[config.mk]
export PLATFORM = sky130hd
export DESIGN_NAME = shifter_arbiter_flat
export DESIGN_NICKNAME = d
export VERILOG_FILES = /design/src/rtl/shifter_arbiter_if.sv /design/src/rtl/shifter_arbiter.sv /design/src/flat_wrapper.sv
export SDC_FILE = /design/constraint.sdc
export NUM_CORES = 1
export LEC_CHECK = 0
export CORE_ASPECT_RATIO = 0.5
export CORE_MARGIN = 2
export CORE_UTILIZATION = 30
export DETAILED_ROUTE_END_ITERATION = 8
export GPL_TIMING_DRIVEN = 0
export HOLD_SLACK_MARGIN = 0.02
export PLACE_DENSITY = 0.54
export SYNTH_ARGS = -nofsm -noshare
export SYNTH_HDL_FRONTEND = slang
export SYNTH_SLANG_ARGS = --single-unit
[constraint.sdc]
create_clock -name clk -period 1.9 [get_ports clk]
set_input_delay 0.38 -clock clk [delete_from_list [all_inputs] [get_ports clk]]
set_output_delay 0.38 -clock clk [all_outputs]
set_load 0.005 [all_outputs]
[src/rtl/shifter_arbiter_if.sv]
// ============================================================================
// Module   : shifter_arbiter_if
// Brief    : Request/response bundle between two requesters and the shared shifter.
// Revision : 1.0
// ============================================================================
`default_nettype none

interface shifter_arbiter_if #(
  parameter int WIDTH = 32
);
  logic [1:0]       req_valid;
  logic [1:0]       req_ready;
  logic [WIDTH-1:0] req_a0;
  logic [WIDTH-1:0] req_a1;
  logic [WIDTH-1:0] req_b0;
  logic [WIDTH-1:0] req_b1;
  logic [1:0]       req_arith;
  logic [1:0]       resp_valid;
  logic [1:0]       resp_ready;
  logic [WIDTH-1:0] resp_data;
  logic             busy;

  modport slave (
    input  req_valid, req_a0, req_a1, req_b0, req_b1, req_arith, resp_ready,
    output req_ready, resp_valid, resp_data, busy
  );

  modport master (
    output req_valid, req_a0, req_a1, req_b0, req_b1, req_arith, resp_ready,
    input  req_ready, resp_valid, resp_data, busy
  );
endinterface

`default_nettype wire

[src/rtl/shifter_arbiter.sv]
// ============================================================================
// Module   : shifter_arbiter (with right_shifter)
// Brief    : Two requesters share one right shifter; round-robin grant, 3-state FSM.
// Revision : 1.0
// ============================================================================
`default_nettype none

module right_shifter #(
  parameter int WIDTH = 32
) (
  input  logic [WIDTH-1:0] a_i,
  input  logic [WIDTH-1:0] b_i,
  input  logic             fill_i,
  output logic [WIDTH-1:0] y_o
);
  localparam int SHW = $clog2(WIDTH);

  logic [WIDTH-1:0] stage [0:SHW];
  logic             oversize;

  assign stage[0] = a_i;

  // Log-depth barrel: stage s shifts by 2**s when amount bit s is set.
  for (genvar s = 0; s < SHW; s++) begin : g_stage
    localparam int D = 1 << s;
    assign stage[s+1] = b_i[s] ? {{D{fill_i}}, stage[s][WIDTH-1:D]} : stage[s];
  end

  assign oversize = |b_i[WIDTH-1:SHW];
  assign y_o      = oversize ? {WIDTH{fill_i}} : stage[SHW];
endmodule

module shifter_arbiter #(
  parameter int WIDTH = 32
) (
  input  logic              clk,
  input  logic              rst_n,
  shifter_arbiter_if.slave  bus
);
  typedef enum logic [1:0] {
    IDLE = 2'd0,
    EXEC = 2'd1,
    RESP = 2'd2
  } state_t;

  state_t           state_q, state_d;
  logic [WIDTH-1:0] a_q, a_d;
  logic [WIDTH-1:0] b_q, b_d;
  logic [WIDTH-1:0] result_q, result_d;
  logic             sb_q, sb_d;
  logic             owner_q, owner_d;
  logic             last_grant_q, last_grant_d;

  logic [1:0]       grant;
  logic             grant_idx;
  logic [1:0]       resp_valid;
  logic [WIDTH-1:0] shift_y;

  right_shifter #(.WIDTH(WIDTH)) u_shifter (
    .a_i    (a_q),
    .b_i    (b_q),
    .fill_i (sb_q),
    .y_o    (shift_y)
  );

  always_ff @(posedge clk or negedge rst_n) begin
    if (!rst_n) begin
      state_q      <= IDLE;
      a_q          <= '0;
      b_q          <= '0;
      result_q     <= '0;
      sb_q         <= 1'b0;
      owner_q      <= 1'b0;
      last_grant_q <= 1'b1;
    end else begin
      state_q      <= state_d;
      a_q          <= a_d;
      b_q          <= b_d;
      result_q     <= result_d;
      sb_q         <= sb_d;
      owner_q      <= owner_d;
      last_grant_q <= last_grant_d;
    end
  end

  always_comb begin
    state_d      = state_q;
    a_d          = a_q;
    b_d          = b_q;
    result_d     = result_q;
    sb_d         = sb_q;
    owner_d      = owner_q;
    last_grant_d = last_grant_q;
    grant        = 2'b00;
    grant_idx    = 1'b0;
    resp_valid   = 2'b00;

    case (state_q)
      IDLE: begin
        if (|bus.req_valid) begin
          // Under contention the requester not served last wins.
          if (bus.req_valid == 2'b11) grant_idx = ~last_grant_q;
          else                        grant_idx = bus.req_valid[1];
          grant        = grant_idx ? 2'b10 : 2'b01;
          a_d          = grant_idx ? bus.req_a1 : bus.req_a0;
          b_d          = grant_idx ? bus.req_b1 : bus.req_b0;
          sb_d         = bus.req_arith[grant_idx] & a_d[WIDTH-1];
          owner_d      = grant_idx;
          last_grant_d = grant_idx;
          state_d      = EXEC;
        end
      end
      EXEC: begin
        result_d = shift_y;
        state_d  = RESP;
      end
      RESP: begin
        resp_valid = owner_q ? 2'b10 : 2'b01;
        if (bus.resp_ready[owner_q]) state_d = IDLE;
      end
      default: state_d = IDLE;
    endcase
  end

  // req_ready is combinational, so it is gated to stay low while reset is held.
  assign bus.req_ready  = grant & {2{rst_n}};
  assign bus.resp_valid = resp_valid;
  assign bus.resp_data  = result_q;
  assign bus.busy       = (state_q != IDLE);
endmodule

`default_nettype wire

[src/flat_wrapper.sv]
// flat-port wrapper written by rule: the top's interface ports become plain ports
module shifter_arbiter_flat 
#(
  parameter int WIDTH = 32
)
  (clk, rst_n, bus_req_valid, bus_req_a0, bus_req_a1, bus_req_b0, bus_req_b1, bus_req_arith, bus_resp_ready, bus_req_ready, bus_resp_valid, bus_resp_data, bus_busy);
  shifter_arbiter_if #(.WIDTH(WIDTH)) bus_i ();
  input  logic clk;
  input  logic rst_n;
  input wire logic [$bits(bus_i.req_valid)-1:0] bus_req_valid;
  input wire logic [$bits(bus_i.req_a0)-1:0] bus_req_a0;
  input wire logic [$bits(bus_i.req_a1)-1:0] bus_req_a1;
  input wire logic [$bits(bus_i.req_b0)-1:0] bus_req_b0;
  input wire logic [$bits(bus_i.req_b1)-1:0] bus_req_b1;
  input wire logic [$bits(bus_i.req_arith)-1:0] bus_req_arith;
  input wire logic [$bits(bus_i.resp_ready)-1:0] bus_resp_ready;
  output wire logic [$bits(bus_i.req_ready)-1:0] bus_req_ready;
  output wire logic [$bits(bus_i.resp_valid)-1:0] bus_resp_valid;
  output wire logic [$bits(bus_i.resp_data)-1:0] bus_resp_data;
  output wire logic [$bits(bus_i.busy)-1:0] bus_busy;
  assign bus_i.req_valid = bus_req_valid;
  assign bus_i.req_a0 = bus_req_a0;
  assign bus_i.req_a1 = bus_req_a1;
  assign bus_i.req_b0 = bus_req_b0;
  assign bus_i.req_b1 = bus_req_b1;
  assign bus_i.req_arith = bus_req_arith;
  assign bus_i.resp_ready = bus_resp_ready;
  assign bus_req_ready = bus_i.req_ready;
  assign bus_resp_valid = bus_i.resp_valid;
  assign bus_resp_data = bus_i.resp_data;
  assign bus_busy = bus_i.busy;
  shifter_arbiter #(.WIDTH(WIDTH)) u_core (.clk(clk), .rst_n(rst_n), .bus(bus_i));
endmodule
Word-level counts from Yosys, hierarchy flattened

Index checks and enable logic that the tools add are counted.

Magnitude comparators: 2
Equality and inequality tests: 5
Reductions and logical operators: 6
Bitwise logic cells: 3
Multiplexer cells: 23

Operators by type and width:

| kind                                                        | number |
|---|---|
| 2-to-1 mux 32 bit                                           | 8 |
| OR reduction 27 bit                                         | 1 |
| 2-to-1 mux 2 bit                                            | 7 |
| 2-to-1 mux 1 bit                                            | 7 |
| case mux 2 bit (3 select lines)                             | 1 |
| == test 2 bit (second input constant)                       | 2 |
| less-than comparator 1 x 2 -> 1 bit (second input constant) | 2 |
| != test 2 x 1 -> 1 bit (second input constant)              | 2 |
| AND reduction 2 bit                                         | 2 |
| bitwise AND 2 bit                                           | 1 |
| == test 2 x 1 -> 1 bit (second input constant)              | 1 |
| logical NOT 2 bit                                           | 1 |
| nonzero test 2 bit                                          | 1 |
| OR reduction 2 bit                                          | 1 |
| bitwise AND 1 bit                                           | 1 |
| NOT 1 bit                                                   | 1 |

Register bits: 101
Word-level logic and storage cells: 46

Logic depth before layout (Yosys ltp)

Gate-level depths: netlist (run 1).

Depth in word-level cells: 8
Gate-level depth with buffers: 8
Gate-level depth less buffers: 5

Cells and area by module

From an unflattened synthesis (run 1), not the netlist that was laid out.

Cell total of the unflattened synthesis: 522
Area total of the unflattened synthesis: 6551.3 µm²

By module, submodules not included:

| module          | times used | area each (µm²) | cells an instance |
|---|---|---|---|
| shifter_arbiter | 1          | 4364.2          | 312 |
| right_shifter   | 1          | 2187.1          | 210 |

Least setup slack after synthesis (run 1)

OpenSTA, ideal clock, no wires.

Kind: reg-to-reg
From: register u_core.b_q[1]
To: register u_core.result_q[9], in the netlist u_core.bus.resp_data[9]
Library setup time: 0.126 ns
Arrival time: 1.913 ns
Stages on the path, launching flop included: 7
Setup slack: -0.139 ns
Required time: 1.774 ns
Cells stage by stage: dfrtp_1 buf_2 buf_2 mux4_2 a211oi_1 a211oi_1 o32a_1

Cells in the longest elaborated chain, start to end: 5

RTL lines:

| element                        | RTL line              | source |
|---|---|---|
| from (decl)                    | shifter_arbiter.sv:48 | `logic [WIDTH-1:0] b_q, b_d;` |
| from (signal assigned)         | shifter_arbiter.sv:70 | `b_q <= '0;` |
| from (signal assigned)         | shifter_arbiter.sv:78 | `b_q <= b_d;` |
| 2-to-1 mux 32 bit (4 in a row) | shifter_arbiter.sv:26 | `assign stage[s+1] = b_i[s] ? {{D{fill_i}}, stage[s][WIDTH-1:D]} : stage[s];` |
| 2-to-1 mux 32 bit              | shifter_arbiter.sv:30 | `assign y_o = oversize ? {WIDTH{fill_i}} : stage[SHW];` |
| to (signal assigned)           | shifter_arbiter.sv:79 | `result_q <= result_d;` |
| to (decl)                      | shifter_arbiter.sv:49 | `logic [WIDTH-1:0] result_q, result_d;` |

Every way passes these cells.
A chain may end at the register's enable or synchronous reset.

Worst setup path after layout (run 1)

From: register u_core.b_q[1]
To: register u_core.result_q[8], in the netlist u_core.bus.resp_data[8]

The elaborated chain is that of the path after synthesis.

==> impl_table.tex, run 1 <==
\begin{tabular}{lr}
\hline
Metric & Value \\
\hline
\multicolumn{2}{l}{\textbf{Status}} \\
Outcome & finished with violations \\
Violated checks & negative setup slack \\
\multicolumn{2}{l}{\textbf{Placement}} \\
HPWL reported at the end of detailed placement & 16,200 µm \\
RD Place Congestion & 0.881 \\
PortBufs & 172 \\
\multicolumn{2}{l}{\textbf{Timing}} \\
Final worst slack & -0.157 ns \\
Share of the clock period used by the worst path & 108\% \\
Final max-slew violation count & 0 \\
Setup repair after global routing missed its margin & true \\
Least-Margin Pin Slew & 0.940 ns \\
Clock period minus worst slack & 2.06 ns \\
Final-report hold violation count & 0 \\
Top achievable clock speed & 0.486 GHz \\
Hold WS & 0.0847 ns \\
Number of setup violations in the final report & 29 \\
Worst clock skew & 0.00961 ns \\
Final-layout setup total negative slack & -2.72 ns \\
Slew margin rel. & 37.2\% \\
\multicolumn{2}{l}{\textbf{Clock tree}} \\
Clock buffers created by TritonCTS & 9 \\
Number of sinks driven by the clock tree & 101 \\
Source-to-sink clock delay at the later pin of the worst-skew pair & 0.35 ns \\
Number of H-tree levels & 3 \\
Worst-case clock buffer depth & 2 \\
Library cell used as clock root buffer & clkbuf\_16 \\
Clock input transition at the sequential cells of the worst setup and hold paths & 0.08 ns \\
CTS tree & yes \\
\multicolumn{2}{l}{\textbf{Power and ir drop}} \\
Power per standard cell area & 1770 nW/µm² \\
Leak pwr & 3.94 nW \\
Peak VDD IR & 0.665 mV \\
\multicolumn{2}{l}{\textbf{Setup path}} \\
Category of the critical setup timing path & reg2reg \\
Critical Path Fanout Max & 6 \\
Number of buffer and inverter stages on the critical path & 2 \\
Peak per-stage delay on the critical path & 0.50 ns \\
Sort of element at the start of the critical path & flop \\
Setup crit end kind & flop \\
Critical Path Slowest Stage Cell & mux4\_2 \\
CP Data Arrival Time & 2.29 ns \\
Kind of cell adding the most delay to the critical path & compound AO/OA/AOI/OAI gates \\
Reg-to-reg setup timing slack & -0.16 ns \\
Crit path required time & 2.13 ns \\
CP cell instances & buf\_6 -> clkbuf\_16 -> mux4\_2 -> nor2b\_1 -> a211oi\_2 -> a211oi\_1 -> o32a\_1 \\
\multicolumn{2}{l}{\textbf{Die}} \\
Initial Util & 30.5\% \\
Core Box Area & 19,400 µm² \\
IO Pins & 173 \\
\# rows & 36 \\
Y dimension of the die & 103 µm \\
Chip Width & 203 µm \\
Die Outline Area & 21,000 µm² \\
\multicolumn{2}{l}{\textbf{Detailed routing}} \\
Number of nets still failing antenna checks after routing & 0 \\
Routed wire length & 22,100 µm \\
First-pass iteration count of the detailed router & 7 \\
Detailed-route vias per instance & 5.50 \\
Average detailed-routed wire length per instance & 21.0 µm \\
Via count & 5,783 \\
Number of violations reported at the end of detailed-routing iteration 0 & 601 \\
Drt drc & 0 \\
\multicolumn{2}{l}{\textbf{Layout}} \\
Number of nets at the end of the flow & 917 \\
Total inserted antenna cells & 0 \\
Fraction of final layout cells sized beyond drive strength 1 & 28.2\% \\
Layout-stage area growth over the synthesis result & 59.6\% \\
\multicolumn{2}{l}{\textbf{GRT}} \\
Overall overflow remaining after global route & 0 \\
First-pass GRT wire length & 34,000 µm \\
Largest net degree at the start of global routing & 36 \\
Overall Global Routing Usage & 21.5\% \\
Vias in the first global route & 5,758 \\
Initial antenna violation count & 0 \\
\multicolumn{2}{l}{\textbf{Hold path}} \\
Worst min path class & in2async \\
\multicolumn{2}{l}{\textbf{Synthesis}} \\
Avg Cell Area, Syn & 10.6 µm² \\
Syn Inst Count & 558 \\
Synthesized Nets & 694 \\
Number of synthesized register bits & 101 \\
Async S/R FF share, synth & 100\% \\
Synthesized cell area & 5930 µm² \\
Post-synth top area cell & dfrtp\_1 \\
Number of enable-type register cells in the synthesized netlist & 0 \\
Sequential area share after synthesis & 42.6\% \\
Most common flop cell mapped by yosys & dfrtp\_1 \\
Top-area cell type share of the netlist area & 42.2\% \\
Total number of yosys warnings & 0 \\
Netlist cell types & 49 \\
Top post-synthesis cells by area & dfrtp\_1, mux4\_2, a222oi\_1 \\
\multicolumn{2}{l}{\textbf{Run}} \\
Number of max-capacitance violations reported & 0 \\
\hline
\end{tabular}
[power breakdown]
part | internal (mW) | switching (mW) | leakage (nW)
sequential | 3.24 | 1.23 | 1.22
clock | 0.917 | 0.909 | 0.141
combinational | 5.43 | 5.03 | 2.58
total | 9.59 | 7.17 | 3.94
[worst register-to-register path, delay by kind of cell (launching register included)]
| kind | cells | cell delay [ns] |
|---|---|---|
| muxes | 1 | 0.50 |
| DFF | 1 | 0.34 |
| AOI/OAI and AO/OA | 3 | 0.61 |
| and+or+nand+nor | 1 | 0.17 |
| buffers and inverters | 2 | 0.31 |
[per-layer routing]
layer | GRT usage [%] | up-vias | wire [µm]
met5 | 0 | - | 0
met3 | 4.29 | 27 | 1630
met2 | 34.0 | 233 | 10000
met4 | 5.00 | 0 | 276
met1 | 30.8 | 2923 | 10100
li1 | - | 2600 | -
[cells in the final DEF (no fill, tap or decap), types with 3 or more instances in the layout]
cell type / n
nor2_4: 8
mux2_2: 8
buf_12: 4
dfrtp_1: 99
buf_4: 28
a222oi_1: 63
nor2_1: 32
mux2i_2: 5
nor4_2: 4
buf_8: 6
clkbuf_1: 9
clkdlybuf4s50_1: 165
mux4_2: 34
nor3_4: 3
o31ai_2: 3
clkbuf_2: 11
buf_6: 25
a31oi_1: 11
mux2_4: 5
nor2b_1: 4
nand2b_1: 12
dlygate4sd2_1: 4
a31oi_2: 3
o21ai_2: 6
o21a_1: 4
a21oi_1: 7
a211o_1: 3
clkbuf_4: 3
nand2_1: 37
mux2i_1: 9
o21ai_1: 5
inv_6: 3
inv_1: 67
a21oi_2: 3
clkbuf_16: 11
o211ai_1: 8
mux2i_4: 7
[flip-flops by register name, summed over array words and instances (netlist names)]
| signal | flops |
|---|---|
| u_core.last_grant_q | 1 |
| u_core.state_q | 2 |
| u_core.owner_q | 1 |
| u_core.b_q | 32 |
| u_core.a_q | 32 |
| u_core.sb_q | 1 |
| u_core.bus.resp_data | 32 |
[cell families (layout without fill, tap and decap cells)]
family	after synthesis	after routing	synth area share, %
AOI/OAI and AO/OA	144	144	20.0
buffers and inverters	121	349	8.76
DFF	101	101	42.6
muxes	68	68	18.9
and+or+nand+nor	124	124	9.64
[synth_stat cells (all sizes together) (3+ instances only)]
master / number
a22oi: 3
a211o: 3
a32oi: 3
buf: 19
nor2: 41
a211oi: 4
clkbuf: 33
nand2b: 13
or2: 3
a222oi: 63
mux2: 13
mux4: 34
a31oi: 14
o31ai: 4
mux2i: 21
nor3: 4
o311ai: 3
nand3: 5
o211ai: 8
nand2: 39
nor2b: 4
nor4: 8
inv: 68
dfrtp: 100
o21ai: 14
o21a: 4
a21oi: 12
[layout make-up]
cell class	count	area [µm²]
timing repair buffer	217	2200
clock inverter	6	56.3
inverter	68	255
fill	1804	9950
multi-input combinational	336	3430
buffer	48	433
tap	266	333
clock buffer	10	229
sequential	101	2530
[per-stage QoR]
| stage | power (mW) | utilization, % | setup slack [ns] | area [µm²] | std cells |
|---|---|---|---|---|---|
| floorplan | 9.50 | - | -0.0143 | 5950 | 558 |
| global placement | 12.6 | 41.3 | -3.84 | 8010 | 996 |
| detailed placement | 12.6 | 41.4 | -1.25 | 8030 | 997 |
| CTS | 16.1 | 47.7 | -0.193 | 9260 | 1050 |
| global route | 17.8 | 48.8 | -0.229 | 9470 | 1052 |
| finish | 16.8 | 48.8 | -0.157 | 9470 | 1052 |
[final timing paths]
path                                                 startpoint  depth (start not counted)                                    to
max in group asynchronous                                 rst_n                          3  u_core.bus.resp_data[21]$_DFFE_PN0N_
hold / removal                                            rst_n                          3            u_core.b_q[19]$_DFFE_PN0P_
min in group clk           u_core.bus.resp_data[17]$_DFFE_PN0N_                          2  u_core.bus.resp_data[17]$_DFFE_PN0N_
hold reg to reg            u_core.bus.resp_data[17]$_DFFE_PN0N_                          2  u_core.bus.resp_data[17]$_DFFE_PN0N_
setup / recovery                      u_core.b_q[1]$_DFFE_PN0P_                          7   u_core.bus.resp_data[8]$_DFFE_PN0N_
setup reg to reg                      u_core.b_q[1]$_DFFE_PN0P_                          7   u_core.bus.resp_data[8]$_DFFE_PN0N_
[what timing repair did]
action	4_1_cts	5_1_grt
hold endpoints to repair	32	0
gates resized for setup	158	66
cloned	5	1
hold buffers	4	0
setup buffers	30	6
pin swaps	28	37
setup endpoints to repair	92	86
Note: power is estimated with default switching activity, not from simulation.
==> run 2, diff against run 1 <==
--- a/config.mk
+++ b/config.mk
@@ -12,6 +12,7 @@
 export GPL_TIMING_DRIVEN = 0
 export HOLD_SLACK_MARGIN = 0.02
 export PLACE_DENSITY = 0.54
+export RECOVER_POWER = 25
 export SYNTH_ARGS = -nofsm -noshare
 export SYNTH_HDL_FRONTEND = slang
 export SYNTH_SLANG_ARGS = --single-unit
==> run 2 against run 1 <==
Effect of this change: the run still ends with negative setup slack left; register-to-register slack is essentially flat; critical path type unchanged; sequential power about the same; non-clock buffer count is the same; final area decreased by 0.63%; hold slack gained 0.32 ns; via count is 0.42% lower; maximum frequency about the same; flip-flop and latch count unchanged; largest cell class unchanged.
==> impl_table.tex, run 2 (synthesis gave the netlist of run 1 again) <==
\begin{tabular}{lr}
\hline
Metric & Value \\
\hline
\multicolumn{2}{l}{\textbf{Timing}} \\
Final max-slew violation count & 0 (unchanged) \\
Setup repair after global routing missed its margin & true \\
Clock period minus worst slack & 2.06 ns (+0.00174 ns) \\
Final worst slack & -0.158 ns (-0.00174 ns) \\
Slew margin rel. & 37.1\% (-0.069 points) \\
Worst clock skew & 0.0101 ns (+0.000460 ns) \\
Number of setup violations in the final report & 29 (unchanged) \\
Final-report hold violation count & 0 (unchanged) \\
Hold WS & 0.409 ns (+0.324 ns) \\
Final-layout setup total negative slack & -2.73 ns (-0.00964 ns) \\
Share of the clock period used by the worst path & 108\% (about the same) \\
Top achievable clock speed & 0.486 GHz (about the same) \\
Least-Margin Pin Slew & 0.941 ns (+0.00103 ns) \\
\multicolumn{2}{l}{\textbf{GRT}} \\
First-pass GRT wire length & 34,000 µm (unchanged) \\
Initial antenna violation count & 0 (unchanged) \\
Largest net degree at the start of global routing & 36 (unchanged) \\
Met3 track utilization from global routing & 4.29\% (unchanged) \\
Highest-utilization routing layer at the global route stage & met2 \\
Vias in the first global route & 5,758 (unchanged) \\
Overall Global Routing Usage & 21.5\% (unchanged) \\
Global routing usage on met1 & 30.8\% (unchanged) \\
Met2 Usage GRT & 34.0\% (unchanged) \\
Overall overflow remaining after global route & 0 (unchanged) \\
\multicolumn{2}{l}{\textbf{Setup path}} \\
CP Data Arrival Time & 2.29 ns (about the same) \\
Kind of cell adding the most delay to the critical path & compound AO/OA/AOI/OAI gates \\
Number of buffer and inverter stages on the critical path & 2 (unchanged) \\
Crit path required time & 2.13 ns (about the same) \\
CP cell instances & buf\_6 -> clkbuf\_16 -> mux4\_2 -> nor2b\_1 -> a211oi\_2 -> a211oi\_1 -> o32a\_1 \\
Category of the critical setup timing path & reg2reg \\
Critical Path Slowest Stage Cell & mux4\_2 \\
Setup crit end kind & flop \\
Peak per-stage delay on the critical path & 0.50 ns (about the same) \\
Sort of element at the start of the critical path & flop \\
Critical Path Fanout Max & 6 (unchanged) \\
\multicolumn{2}{l}{\textbf{Clock tree}} \\
Number of sinks driven by the clock tree & 101 (unchanged) \\
Library cell used as clock root buffer & clkbuf\_16 \\
Clock input transition at the sequential cells of the worst setup and hold paths & 0.08 ns (about the same) \\
Worst-case clock buffer depth & 2 (unchanged) \\
CTS tree & yes \\
Source-to-sink clock delay at the later pin of the worst-skew pair & 0.35 ns (about the same) \\
Number of H-tree levels & 3 (unchanged) \\
Clock buffers created by TritonCTS & 9 (unchanged) \\
\multicolumn{2}{l}{\textbf{Detailed routing}} \\
Detailed-route vias per instance & 5.47 (-0.42\%) \\
Routed wire length & 22,100 µm (about the same) \\
Via count & 5,759 (-0.42\%) \\
First-pass iteration count of the detailed router & 5 (-2) \\
Average detailed-routed wire length per instance & 21.0 µm (about the same) \\
Number of violations reported at the end of detailed-routing iteration 0 & 599 (-0.33\%) \\
Number of nets still failing antenna checks after routing & 0 (unchanged) \\
Drt drc & 0 (unchanged) \\
\multicolumn{2}{l}{\textbf{Run}} \\
Number of max-capacitance violations reported & 0 (unchanged) \\
\multicolumn{2}{l}{\textbf{Status}} \\
Violated checks & negative setup slack \\
Outcome & finished with violations \\
\multicolumn{2}{l}{\textbf{Power and ir drop}} \\
Power per standard cell area & 1780 nW/µm² (+0.53\%) \\
Leak pwr & 3.91 nW (-0.79\%) \\
Peak VDD IR & 0.670 mV (+0.72\%) \\
\multicolumn{2}{l}{\textbf{Placement}} \\
Number of placed cells counting well taps & 997 (unchanged) \\
RD Place Congestion & 0.881 (unchanged) \\
PortBufs & 172 (unchanged) \\
HPWL reported at the end of detailed placement & 16,200 µm (unchanged) \\
\multicolumn{2}{l}{\textbf{Die}} \\
\# rows & 36 (unchanged) \\
Core Box Area & 19,400 µm² (unchanged) \\
Initial Util & 30.5\% (unchanged) \\
IO Pins & 173 (unchanged) \\
Die Outline Area & 21,000 µm² (unchanged) \\
Y dimension of the die & 103 µm (unchanged) \\
Chip Width & 203 µm (unchanged) \\
\multicolumn{2}{l}{\textbf{Layout}} \\
Final cell count without fillers & 1,052 (unchanged) \\
Fraction of final layout cells sized beyond drive strength 1 & 28.0\% (-0.25 points) \\
Most frequent standard cell in the layout excluding fill and tap cells & clkdlybuf4s50\_1 \\
Number of nets at the end of the flow & 917 (unchanged) \\
Commonest cells after routing, fill and taps aside & clkdlybuf4s50\_1, dfrtp\_1, inv\_1 \\
Total inserted antenna cells & 0 (unchanged) \\
Layout-stage area growth over the synthesis result & 58.6\% \\
\multicolumn{2}{l}{\textbf{Hold path}} \\
Worst min path class & in2async \\
\hline
\end{tabular}
[run 2: changes by cell type in the layout (fill, tap and decap cells not counted)]
cell,before,now
buf_12,4,2
clkbuf_2,11,13
buf_6,25,24
bufbuf_16,1,0
clkbuf_1,9,10
clkdlybuf4s25_1,0,1
[run 2: where the power goes]
group | total, mW | leakage (nW) | switching [mW] | internal [mW]
clock | 1.82 | 0.141 | 0.907 | 0.917
sequential | 4.46 | 1.22 | 1.23 | 3.24
combinational | 10.5 | 2.55 | 5.04 | 5.42
total | 16.7 | 3.91 | 7.17 | 9.57
[run 2: per-stage QoR]
| step | area, µm² | setup WS [ns] | power, mW | util (%) |
|---|---|---|---|---|
| after floorplan | 5950 | -0.0143 | 9.50 | - |
| after global placement | 8010 | -3.84 | 12.6 | 41.3 |
| after detailed placement | 8030 | -1.25 | 12.6 | 41.4 |
| after CTS | 9260 | -0.193 | 16.1 | 47.7 |
| after global routing | 9410 | -0.229 | 17.8 | 48.4 |
| final | 9410 | -0.158 | 16.7 | 48.4 |
[run 2: final timing paths]
| check | endpoint | startpoint | slack (ns) | cells after the start |
|---|---|---|---|---|
| max reg2reg | u_core.bus.resp_data[8]$_DFFE_PN0N_ | u_core.b_q[1]$_DFFE_PN0P_ | -0.16 | 7 |
| max in group asynchronous | u_core.bus.resp_data[19]$_DFFE_PN0N_ | rst_n | 0.15 | 3 |
| min | u_core.last_grant_q$_DFFE_PN1P_ | rst_n | 0.41 | 2 |
| min reg2reg | u_core.bus.resp_data[17]$_DFFE_PN0N_ | u_core.bus.resp_data[17]$_DFFE_PN0N_ | 0.50 | 2 |
| min in group clk | u_core.bus.resp_data[17]$_DFFE_PN0N_ | u_core.bus.resp_data[17]$_DFFE_PN0N_ | 0.50 | 2 |
| max | u_core.bus.resp_data[8]$_DFFE_PN0N_ | u_core.b_q[1]$_DFFE_PN0P_ | -0.16 | 7 |
[run 2: repair_timing]
item	4_1_cts	5_1_grt
hold buffers	4	0
setup buffers	30	6
endpoints found under the setup margin	92	86
gates resized for setup	158	66
pin swaps	28	37
gates cloned	5	1
endpoints found under the hold margin	32	0
[run 2: routing by layer]
| layer | wire (µm) | share of wire, % |
|---|---|---|
| met1 | 10100 | 46 |
| met2 | 10100 | 46 |
| met3 | 1570 | 7.1 |
| met4 | 286 | 1.3 |
| met5 | 0 | 0 |
[run 2: layout make-up]
class                           count  area, µm²
Buffer                             48        433
Clock buffer                       10        229
Clock inverter                      6       56.3
Fill cell                        1813      10000
Inverter                           68        255
Multi-Input combinational cell    336       3430
Sequential cell                   101       2530
Tap cell                          266        333
Timing Repair Buffer              217       2140
[run 2: worst reg2reg max path, stage by stage (launching register included)]
cell	delay [ns]
dfrtp_1	0.34
buf_6	0.15
clkbuf_16	0.17
mux4_2	0.50
nor2b_1	0.17
a211oi_2	0.18
a211oi_1	0.09
o32a_1	0.35
==> run 3, diff against run 2 <==
--- a/config.mk
+++ b/config.mk
@@ -9,6 +9,7 @@
 export CORE_MARGIN = 2
 export CORE_UTILIZATION = 30
 export DETAILED_ROUTE_END_ITERATION = 8
+export GPL_ROUTABILITY_DRIVEN = 0
 export GPL_TIMING_DRIVEN = 0
 export HOLD_SLACK_MARGIN = 0.02
 export PLACE_DENSITY = 0.54
==> run 3 against run 2 <==
Effect of this change: the run still ends with negative setup slack left; die area is the same; maximum frequency decreased by 3.3%; largest power group unchanged; largest cell class unchanged; flip-flop and latch count unchanged; first-iteration DRC count is 20% higher; final area is 0.49% higher.
==> impl_table.tex, run 3 (synthesis gave the netlist of run 1 again) <==
\begin{tabular}{lr}
\hline
Metric & Value \\
\hline
\multicolumn{2}{l}{\textbf{Placement}} \\
Pre-CTS setup slack & -1.25 ns (-0.00121 ns) \\
Number of placed cells counting well taps & 997 (unchanged) \\
HPWL reported at the end of detailed placement & 16,100 µm (-1.0\%) \\
PortBufs & 172 (unchanged) \\
\multicolumn{2}{l}{\textbf{Detailed routing}} \\
Average detailed-routed wire length per instance & 20.7 µm (-1.4\%) \\
Routed wire length & 21,900 µm (-0.59\%) \\
Number of nets still failing antenna checks after routing & 0 (unchanged) \\
Detailed-route vias per instance & 5.49 (+0.20\%) \\
Number of violations reported at the end of detailed-routing iteration 0 & 721 (+20\%) \\
First-pass iteration count of the detailed router & 5 (unchanged) \\
Via count & 5,820 (+1.1\%) \\
Drt drc & 0 (unchanged) \\
\multicolumn{2}{l}{\textbf{Setup path}} \\
Critical Path Fanout Max & 8 (+2) \\
Setup crit end kind & flop \\
Sort of element at the start of the critical path & flop \\
CP Data Arrival Time & 2.40 ns (+0.11 ns) \\
Category of the critical setup timing path & reg2reg \\
Crit path required time & 2.17 ns (+0.04 ns) \\
\multicolumn{2}{l}{\textbf{Run}} \\
Number of max-capacitance violations reported & 0 (unchanged) \\
\multicolumn{2}{l}{\textbf{Power and ir drop}} \\
Peak VDD IR & 0.832 mV (+24\%) \\
Leak pwr & 3.95 nW (+1.2\%) \\
Power per standard cell area & 1810 nW/µm² (+1.6\%) \\
Total chip power & 17.1 mW (+2.1\%) \\
\multicolumn{2}{l}{\textbf{Timing}} \\
Slew margin rel. & 45.5\% (+8.4 points) \\
Share of the clock period used by the worst path & 112\% (+3.6 points) \\
Worst clock skew & 0.0156 ns (+0.00549 ns) \\
Top achievable clock speed & 0.470 GHz (-3.3\%) \\
Final-report hold violation count & 0 (unchanged) \\
Setup repair after global routing missed its margin & true \\
Clock period minus worst slack & 2.13 ns (+0.0693 ns) \\
Final-layout setup total negative slack & -4.56 ns (-1.83 ns) \\
Final worst slack & -0.228 ns (-0.0693 ns) \\
Least-Margin Pin Slew & 0.818 ns (-0.123 ns) \\
Number of setup violations in the final report & 33 (+14\%) \\
Final max-slew violation count & 0 (unchanged) \\
\multicolumn{2}{l}{\textbf{Layout}} \\
Layout-stage area growth over the synthesis result & 59.4\% \\
Fraction of final layout cells sized beyond drive strength 1 & 29.8\% (+1.8 points) \\
Total inserted antenna cells & 0 (unchanged) \\
Commonest cells after routing, fill and taps aside & clkdlybuf4s50\_1, dfrtp\_1, inv\_1 \\
Number of nets at the end of the flow & 926 (+0.98\%) \\
Final cell count without fillers & 1,061 (+0.86\%) \\
Most frequent standard cell in the layout excluding fill and tap cells & clkdlybuf4s50\_1 \\
\# fillers & 1,759 (-3.0\%) \\
\multicolumn{2}{l}{\textbf{Clock tree}} \\
Number of H-tree levels & 3 (unchanged) \\
Library cell used as clock root buffer & clkbuf\_16 \\
Clock buffers created by TritonCTS & 9 (unchanged) \\
CTS tree & yes \\
Number of sinks driven by the clock tree & 101 (unchanged) \\
Clock input transition at the sequential cells of the worst setup and hold paths & 0.08 ns (about the same) \\
Worst-case clock buffer depth & 2 (unchanged) \\
Source-to-sink clock delay at the later pin of the worst-skew pair & 0.36 ns (about the same) \\
Post-CTS Hold Buffers & 0 (-4) \\
\multicolumn{2}{l}{\textbf{GRT}} \\
Overall overflow remaining after global route & 0 (unchanged) \\
Overall Global Routing Usage & 20.7\% (-0.83 points) \\
First-pass GRT wire length & 32,900 µm (-3.2\%) \\
Initial antenna violation count & 0 (unchanged) \\
Vias in the first global route & 5,701 (-0.99\%) \\
Largest net degree at the start of global routing & 58 (+61\%) \\
\multicolumn{2}{l}{\textbf{Status}} \\
Violated checks & negative setup slack \\
Outcome & finished with violations \\
\multicolumn{2}{l}{\textbf{Die}} \\
\# rows & 36 (unchanged) \\
Chip Width & 203 µm (unchanged) \\
Initial Util & 30.5\% (unchanged) \\
Y dimension of the die & 103 µm (unchanged) \\
Die Outline Area & 21,000 µm² (unchanged) \\
Core Box Area & 19,400 µm² (unchanged) \\
IO Pins & 173 (unchanged) \\
\multicolumn{2}{l}{\textbf{Hold path}} \\
Worst min path class & in2async \\
\hline
\end{tabular}
[run 3: cell types whose count changed in the layout (fill, tap and decap cells not counted), moves of 4 or more]
cell     change
buf_4       +13
nand2_1      -6
nand2_2      +6
mux2i_1      -4
o21ai_1      +4
o21ai_2      -4
[run 3: path summary, 6_finish.rpt]
check / from / end / slack, ns / cells past startpoint
max: u_core.b_q[17]$_DFFE_PN0P_ / u_core.bus.resp_data[4]$_DFFE_PN0N_ / -0.23 / 7
min reg2reg: u_core.bus.resp_data[30]$_DFFE_PN0N_ / u_core.bus.resp_data[30]$_DFFE_PN0N_ / 0.49 / 2
max in group asynchronous: rst_n / u_core.b_q[2]$_DFFE_PN0P_ / 0.56 / 2
max reg2reg: u_core.b_q[17]$_DFFE_PN0P_ / u_core.bus.resp_data[4]$_DFFE_PN0N_ / -0.23 / 7
min: rst_n / u_core.b_q[21]$_DFFE_PN0P_ / 0.004 / 1
min in group clk: u_core.bus.resp_data[30]$_DFFE_PN0N_ / u_core.bus.resp_data[30]$_DFFE_PN0N_ / 0.49 / 2
[run 3: layout make-up]
| type | count | area, µm² | share of cell area (%) |
|---|---|---|---|
| plain buffers | 50 | 422 | 4.46 |
| flip-flops and latches | 101 | 2530 | 26.8 |
| inverters | 68 | 255 | 2.70 |
| repair buffers | 224 | 2190 | 23.2 |
| multi-input cells | 336 | 3420 | 36.2 |
| well taps | 266 | 333 | 3.52 |
| clock inverters | 6 | 56.3 | 0.596 |
| clock buffers | 10 | 239 | 2.53 |
[run 3: critical path: stages, from the launching register on]
cell	delay, ns
dfrtp_1	0.43
nor4_4	0.33
nand3_2	0.18
or3_1	0.42
buf_6	0.15
buf_8	0.13
a211o_1	0.24
a31oi_1	0.16
[run 3: layer usage]
metal,GRT usage [%],part of all wire [%],up-vias
li1,-,-,2615
met1,29.6,46,2940
met2,32.5,46,243
met3,4.17,6.7,22
met4,4.94,1.4,0
met5,0,0,-
[run 3: power by group]
part	internal, mW	switching (mW)	total (mW)	leakage, nW
Combinational	5.65	5.19	10.8	2.59
Sequential	3.24	1.14	4.38	1.22
Clock	0.950	0.921	1.87	0.146
Total	9.83	7.25	17.1	3.95
[run 3: timing repair]
item,CTS,global route
gates cloned,2,4
pin swaps,32,41
setup buffers,32,15
resized for setup,134,96
endpoints found under the setup margin,93,88
[run 3: through the flow]
stage	area (µm²)	hold slack, ns	util, %
after CTS	9080	0.0420	46.8
final	9450	0.00406	48.7
after floorplan	5950	0.0844	-
after global routing	9450	0.0615	48.7
after detailed placement	8030	0.430	41.4
after global placement	8010	0.470	41.3
